File: src/rtl/cache_mem_arbiter.sv
// Arbitrates the single memory port between I-cache and D-cache line transfers,
// granting round-robin on contention, with saturating per-side completion counters.
module cache_mem_arbiter #(
  parameter int LINE_W = 128,
  parameter int ADDR_W = 16,
  parameter int CNT_W  = 16
) (
  input  logic              clk,
  input  logic              rst,
  input  logic              i_read,
  input  logic [ADDR_W-1:0] i_address,
  output logic              i_resp,
  output logic [LINE_W-1:0] i_rdata,
  input  logic              d_read,
  input  logic              d_write,
  input  logic [ADDR_W-1:0] d_address,
  input  logic [LINE_W-1:0] d_wdata,
  output logic              d_resp,
  output logic [LINE_W-1:0] d_rdata,
  output logic              mem_read,
  output logic              mem_write,
  output logic [ADDR_W-1:0] mem_address,
  output logic [LINE_W-1:0] mem_wdata,
  input  logic              mem_resp,
  input  logic [LINE_W-1:0] mem_rdata,
  output logic [CNT_W-1:0]  i_grant_cnt,
  output logic [CNT_W-1:0]  d_grant_cnt
);

  // Handshake: a requester holds its request, address and data stable until
  // its resp pulse; resp is high for exactly the cycle mem_resp is seen while
  // that side owns the grant, and read data is valid only in that cycle.

  typedef enum logic [1:0] {
    s_idle    = 2'd0,
    s_grant_i = 2'd1,
    s_grant_d = 2'd2
  } state_t;

  state_t           state;
  state_t           state_next;
  logic             last_grant_d;  // 0: I was served last, 1: D was served last
  logic [CNT_W-1:0] i_cnt_q;
  logic [CNT_W-1:0] d_cnt_q;
  logic             i_req;
  logic             d_req;

  assign i_req       = i_read;
  assign d_req       = d_read | d_write;
  assign i_rdata     = mem_rdata;
  assign d_rdata     = mem_rdata;
  assign i_grant_cnt = i_cnt_q;
  assign d_grant_cnt = d_cnt_q;

  always_ff @(posedge clk) begin
    if (rst) begin
      state        <= s_idle;
      last_grant_d <= 1'b0;
      i_cnt_q      <= '0;
      d_cnt_q      <= '0;
    end else begin
      state <= state_next;
      if (i_resp) begin
        last_grant_d <= 1'b0;
        if (i_cnt_q != {CNT_W{1'b1}}) i_cnt_q <= i_cnt_q + 1'b1;
      end
      if (d_resp) begin
        last_grant_d <= 1'b1;
        if (d_cnt_q != {CNT_W{1'b1}}) d_cnt_q <= d_cnt_q + 1'b1;
      end
    end
  end

  always_comb begin
    state_next  = state;
    mem_read    = 1'b0;
    mem_write   = 1'b0;
    mem_address = '0;
    mem_wdata   = '0;
    i_resp      = 1'b0;
    d_resp      = 1'b0;
    case (state)
      s_idle: begin
        if (i_req && d_req) state_next = last_grant_d ? s_grant_i : s_grant_d;
        else if (i_req)     state_next = s_grant_i;
        else if (d_req)     state_next = s_grant_d;
      end
      s_grant_i: begin
        mem_read    = 1'b1;
        mem_address = i_address;
        if (mem_resp) begin
          i_resp     = 1'b1;
          state_next = s_idle;
        end
      end
      s_grant_d: begin
        // Simultaneous read and write is a writeback; the read is dropped.
        mem_read    = d_read & ~d_write;
        mem_write   = d_write;
        mem_address = d_address;
        mem_wdata   = d_wdata;
        if (mem_resp) begin
          d_resp     = 1'b1;
          state_next = s_idle;
        end
      end
      default: state_next = s_idle;
    endcase
  end

endmodule

File: config.mk
export PLATFORM = sky130hd
export DESIGN_NAME = cache_mem_arbiter
export DESIGN_NICKNAME = d
export VERILOG_FILES = /design/src/rtl/cache_mem_arbiter.sv
export SDC_FILE = /design/constraint.sdc
export NUM_CORES = 1
export LEC_CHECK = 0
export ABC_AREA = 1
export BUFFER_PORTS_ARGS = -buffer_cell sky130_fd_sc_hd__buf_4
export CAP_MARGIN = 20
export CORE_AREA = 2 2 286 288
export CTS_CLUSTER_DIAMETER = 150
export DETAILED_ROUTE_END_ITERATION = 10
export DIE_AREA = 0 0 288 290
export SETUP_SLACK_MARGIN = 0.02
export SLEW_MARGIN = 20
export SYNTH_ARGS = -nofsm -noshare
export SYNTH_HDL_FRONTEND = slang
export SYNTH_SLANG_ARGS = --single-unit
File: constraint.sdc
create_clock -name clk -period 4.5 [get_ports clk]
set_input_delay 0.675 -clock clk [delete_from_list [all_inputs] [get_ports clk]]
set_output_delay 0.675 -clock clk [all_outputs]
set_load 0.05 [all_outputs]
==> run metrics, run 1 <==
clock-pin slew on the worst setup and hold paths=roughly 0.060 ns; post_cts resized=0; critical path data arrival time=between 2 and 3 ns; area of the mapped netlist=roughly 5300 µm²; Die Ht=roughly 290 µm; routed vias/inst=2.91; met2 wire length=20.5 mm; post-synth top area cell=buf_4; vias=about 6k; register bit total from synthesis=35; share of layout cells above drive strength 1=38.0%; CP Max Fanout=18; type of the most critical hold path=flop to flop; max-slew violations=0; Worst setup SP type=flop; die area=between 80000 and 90000 µm²; top routing layer used=met5; vias in the first global route=approximately 5.7k; Clock Latency Late Sink=0.29 ns; Worst IR Drop VDD=between 0.1 and 0.15 mV; area added between synthesis and finish=38.8%; Crit Path Class=flop to output pin; Core Rows=~100; CORE AREA=around 80000 µm²; largest net degree at the start of global routing=76; largest cells by area after synthesis=buf_4 (36%), nand2_1 (17%), dfxtp_1 (13%), inv_1 (12%), nor2_1 (5.4%); Syn. warnings=0; Critical Path Sink Type=output pin; Routed Antenna Nets=0; Yosys top cell area share=a little over a third; wire per inst=about 30 µm; CP required=between 3 and 4 ns; Post-synth EDFFs=0; Async SR Flop Fraction=0%; unrepaired setup endpoints after global routing=no; Initial Util=around 6.7%; upper clock frequency limit=about 300 MHz; Post-CTS Hold Fix Bufs=0; Most used DFF post-synth=dfxtp_1; CTS tree=done; status=complete, no violations; CTS Buf Count=5; TritonCTS Sinks=35; max_cap viols=0; Final GP Congestion=a little over 0.8; initial antenna violation count=68; grt total ovfl=0; Worst slew margin=a little over a third; IO buf count=345; leakage power=about 0.0041 µW; DR iter-0 viols=between 200 and 250; Worst Skew=between 0.006 and 0.007 ns; met3 WL=between 15 and 20 mm; wire length of the first global-routing pass=about 74 mm; Worst-Margin Slew=about 0.98 ns; Synth Net Count=approximately 1.2k; Post-CTS Setup Bufs=0; pwr/cell area=261 nW/µm²; WL met1=about 24 mm; Final Cycle Share=between 70% and 80%; I/O Pins=730; Die X=288 µm; setup TNS=0 ns; Total Power=1940 µW; cells after synthesis=between 900 and 1k; drt drc=0; Bufs on Longest Clock Path=2; Total GRT Usage=14.4%; H-tree Lvls=2; Final Setup Violations=0; length of the first detailed-routing pass in iterations=4; fin crit period=approximately 3.3 ns; nets=approximately 1.3k; hpwl dp=between 50 and 60 mm; Synth cell types=27; Total Wirelength=around 63 mm; fill cell count=approximately 9.6k; final hold vios=0; sequential fraction of the synthesis area=a little over an eighth; root buffer selected by CTS=clkbuf_16; Avg Cell Area, Syn=about 5.8 µm²
[worst paths after layout]
check / from / depth (start not counted) / slack (ns) / endpoint
setup / recovery: state[1] / 5 / 1.16 / mem_address[0]
hold / removal: state[0] / 2 / 0.51 / state[0]
setup reg to reg: state[1] / 9 / 2.20 / i_grant_cnt[15]
hold reg to reg: state[0] / 2 / 0.51 / state[0]
[worst max-delay path: stages, from the launching register on]
cell and delay [ns]:
dfxtp_1 0.41, inv_1 0.09, ha_1 0.28, clkinv_1 0.57, a21oi_1 0.70, buf_4 0.31
[layout by cell type, fill, tap and decap left out, types with 3 or more instances in the layout]
master	Yosys	routed
nand2_2	12	12
nor2_4	6	6
nor2_1	77	77
diode_2	0	5
nand2_1	246	246
nand3b_1	3	3
nand3_1	28	28
inv_1	167	167
nor2_2	5	5
a21oi_1	37	37
o21ai_0	6	6
ha_1	6	5
buf_4	257	346
dfxtp_1	35	35
nand4_1	7	7
clkbuf_16	0	5
[cells in the mapped netlist (2+ instances only)]
cell / count
dfxtp_1: 35
clkbuf_1: 7
nand3_2: 2
nor2_1: 77
buf_2: 13
nand2_1: 246
and2_1: 2
nand4_1: 7
nand3b_1: 3
o21ai_1: 2
ha_1: 6
inv_1: 167
nor2_2: 5
o21ai_0: 6
nor3_1: 2
nand3_1: 28
nor2_4: 6
a21oi_1: 37
nand2_2: 12
buf_4: 257
[kinds of logic (layout without fill, tap and decap cells)]
family | count (synthesis) | in the layout | share of synthesized area (%)
AO/OA/AOI/OAI | 45 | 45 | 4.22
XOR/XNOR | 2 | 2 | 0.328
adder cells (fa/ha/maj) | 6 | 6 | 1.41
buffers and inverters | 447 | 523 | 50.0
flip-flops | 35 | 35 | 13.1
other | 0 | 5 | 0
AND/OR/NAND/NOR | 392 | 392 | 31.0
[flip-flops by register name, summed over array words and instances (netlist names)]
register	count
last_grant_d	1
i_grant_cnt	16
state	2
d_grant_cnt	16
[final cells by class]
type / instances / area, µm² / area share (%)
flip-flops and latches: 35 / 701 / 9.46
well taps: 1060 / 1330 / 17.9
inverters: 168 / 631 / 8.51
clock buffers: 7 / 133 / 1.79
diodes: 5 / 12.5 / 0.169
repair buffers: 347 / 2620 / 35.3
clock inverters: 1 / 5.00 / 0.0676
multi-input cells: 445 / 1980 / 26.8
[power breakdown]
part           internal, µW  leakage [µW]  switching (µW)  total (µW)
logic                   337       0.00374             921        1260
clock network           205     0.0000679             149         354
registers               316      0.000283            7.71         324
total                   858       0.00410            1080        1940
[per-layer routing]
| layer | track usage (%) | vias to the layer above |
|---|---|---|
| met5 | 0 | - |
| met2 | 16.7 | 695 |
| met4 | 2.46 | 52 |
| met3 | 18.0 | 97 |
| met1 | 16.0 | 2576 |
| li1 | - | 2597 |
[per-stage QoR]
step	hold slack (ns)	util (%)	area, µm²	setup WS, ns	instances
2_1_floorplan	0.436	-	5340	1.97	927
3_3_place_gp	0.500	9.06	7260	1.23	2055
3_5_place_dp	0.501	9.06	7260	1.25	2055
4_1_cts	0.511	9.23	7400	0.926	2063
5_1_grt	0.535	9.23	7400	0.884	2063
6_report	0.508	9.24	7410	1.16	2068
(Power assumes the default switching activity.)
==> run 2: changes to the inputs <==
Settings changed: CORE_AREA 2 2 286 288 to 2 2 288 290, DIE_AREA 0 0 288 290 to 0 0 290 292.
Clock period 4.5 ns to 2.8 ns, I/O delays scaled along.
==> run 2 against run 1 <==
- clock power up 55%
- hold slack worse by 0.079 ns
- sequential power up 60%
- via count up 0.58%
- final cell count up 0.77%
- first-iteration DRC count up 35%
- highest routed layer unchanged
- setup slack worse by 0.88 ns
- non-clock buffer count up 5
- combinational power up 58%
==> run metrics, run 2 (same netlist as run 1, synthesis figures left out) <==
status=complete, no violations (unchanged); pwr/cell area=410 nW/µm² (was 261 nW/µm²); DR iter-0 viols=317 (was 235); Die Ht=292 µm (was 290 µm); grt total ovfl=0 (unchanged); commonest cells after routing, fill and taps aside=buf_4 (351), nand2_1 (246), inv_1 (167) (was buf_4 (346), nand2_1 (246), inv_1 (167)); max-slew violations=0 (unchanged); Placed Area=7310 µm² (was 7260 µm²); critical path data arrival time=2.11 ns (was 2.67 ns); hpwl dp=59.2 mm (was 58.4 mm); clock-pin slew on the worst setup and hold paths=0.06 ns (about the same); commonest non-fill, non-tap cell in the layout=buf_4 (unchanged); upper clock frequency limit=396 MHz; fin crit period=about 2.5 ns; Post-CTS Hold Fix Bufs=0 (unchanged); Worst IR Drop VDD=0.286 mV (was 0.126 mV); Worst-Margin Slew=0.679 ns (was 0.977 ns); HP Start=rst (was state[0]); path depth of the worst reg2reg path=10 (was 9); Total Power=3060 µW (was 1940 µW); worst hold slack=0.429 ns (was 0.508 ns); IO buf count=345 (unchanged); critical-path cell list=inv_1, ha_1, nand2_1, a21oi_1, buf_4 (was inv_1, ha_1, clkinv_1, a21oi_1, buf_4); Worst slew margin=54.7% (was 34.9%); pre-CTS WS=0.451 ns (was 1.25 ns); initial antenna violation count=70 (was 68); share of layout cells above drive strength 1=38.3% (was 38.0%); Crit Path Class=flop to output pin (unchanged); Routed Antenna Nets=0 (unchanged); setup TNS=0 ns (unchanged); vias=6052 (was 6017); Core Rows=105 (was 104); CP Max Fanout=15 (was 18); die area=84700 µm² (was 83500 µm²); Hold Path Depth=2 (unchanged); type of the most critical hold path=input port to flop (was flop to flop); Clock Latency Late Sink=0.29 ns (about the same); Max stage delay cell, worst path=ha_1 (was a21oi_1); Worst Skew=0.0106 ns (was 0.00620 ns); worst stage delay on the critical path=0.62 ns (was 0.70 ns); length of the first detailed-routing pass in iterations=4 (unchanged); leakage power=0.00412 µW (was 0.00410 µW); r2r endpoint=i_grant_cnt[15] (unchanged); max_cap viols=0 (unchanged); vias in the first global route=5734 (was 5747); TritonCTS Sinks=35 (unchanged); largest net degree at the start of global routing=52 (was 76); RR Startpoint=state[1] (unchanged); routed vias/inst=2.90 (was 2.91); Total GRT Usage=14.4% (about the same); Post-CTS Setup Bufs=0 (unchanged); area added between synthesis and finish=39.8% (was 38.8%); post_cts resized=0 (unchanged); drt drc=0 (unchanged); Min-Delay Endpoint=d_grant_cnt[2] (was state[0]); I/O Pins=730 (unchanged); Final Cycle Share=between 90% and 100%; CTS Buf Count=5 (unchanged); wire length of the first global-routing pass=75.6 mm (was 74.4 mm); nets=1307 (was 1302); wire per inst=30.4 µm (about the same); Bufs on Longest Clock Path=2 (unchanged); reg2reg setup slack=1.01 ns (was 2.20 ns); Final Setup Violations=0 (unchanged); Critical Path Sink Type=output pin (unchanged); Worst setup SP type=flop (unchanged); Initial Util=6.54% (was 6.66%); H-tree Lvls=2 (unchanged); CP required=2.38 ns (was 3.83 ns); post-route setup slack=0.273 ns (was 1.16 ns); CTS tree=done (unchanged); Final GP Congestion=0.794 (was 0.824); Final Cell Area=7460 µm² (was 7410 µm²); unrepaired setup endpoints after global routing=no (unchanged); Total Wirelength=63.3 mm (was 62.8 mm); final hold vios=0 (unchanged); Die X=290 µm (was 288 µm); root buffer selected by CTS=clkbuf_16 (unchanged); CORE AREA=81600 µm² (was 80200 µm²)
==> run 2: cell count changes in the layout (fill, tap and decap cells not counted), sizes merged <==
| cell | delta |
|---|---|
| diode | +1 |
| buf | +5 |
==> run 2: worst max path at each step <==
stage	startpoint	endpoint	slack, ns	cells past startpoint
floorplan	state[0]	mem_address[0]	0.53	6
global placement	state[0]	mem_address[5]	0.43	5
detailed placement	state[0]	mem_address[5]	0.45	5
CTS	state[0]	mem_address[5]	0.13	5
global route	state[0]	mem_address[5]	0.05	5
finish	state[0]	mem_address[5]	0.27	5
==> run 2: layer usage <==
metal | part of all wire (%) | vias up | GRT usage, %
li1 | - | 2617 | -
met1 | 36 | 2560 | 15.5
met2 | 35 | 704 | 18.2
met3 | 27 | 109 | 17.2
met4 | 1.4 | 62 | 1.75
met5 | 0.64 | - | 0.397
==> run 2: final cells by class <==
cell class | count | area (µm²)
antenna | 6 | 15.0
clock buffer | 7 | 133
clock inverter | 1 | 5.00
fill | 9649 | 74100
inverter | 168 | 631
multi-input combinational | 445 | 1980
sequential | 35 | 701
tap | 1070 | 1340
timing repair buffer | 352 | 2660
==> run 2: stage by stage <==
| step | util (%) | cells |
|---|---|---|
| after global placement | 8.96 | 2070 |
| after global routing | 9.13 | 2078 |
| after detailed placement | 8.96 | 2070 |
| after floorplan | - | 927 |
| after CTS | 9.13 | 2078 |
| final | 9.15 | 2084 |
==> run 2: power by group <==
group          switching (µW)  leakage [µW]  internal (µW)
Sequential               11.3      0.000283            508
Combinational            1430       0.00377            552
Clock                     221     0.0000679            329
==> run 2: worst max-delay path, delay by kind of cell, from the launching register on <==
| family | cells | cell delay (ns) |
|---|---|---|
| compound gates | 1 | 0.36 |
| flops | 1 | 0.32 |
| fa+ha+maj | 1 | 0.62 |
| simple gates | 1 | 0.10 |
| buf+inv | 2 | 0.43 |
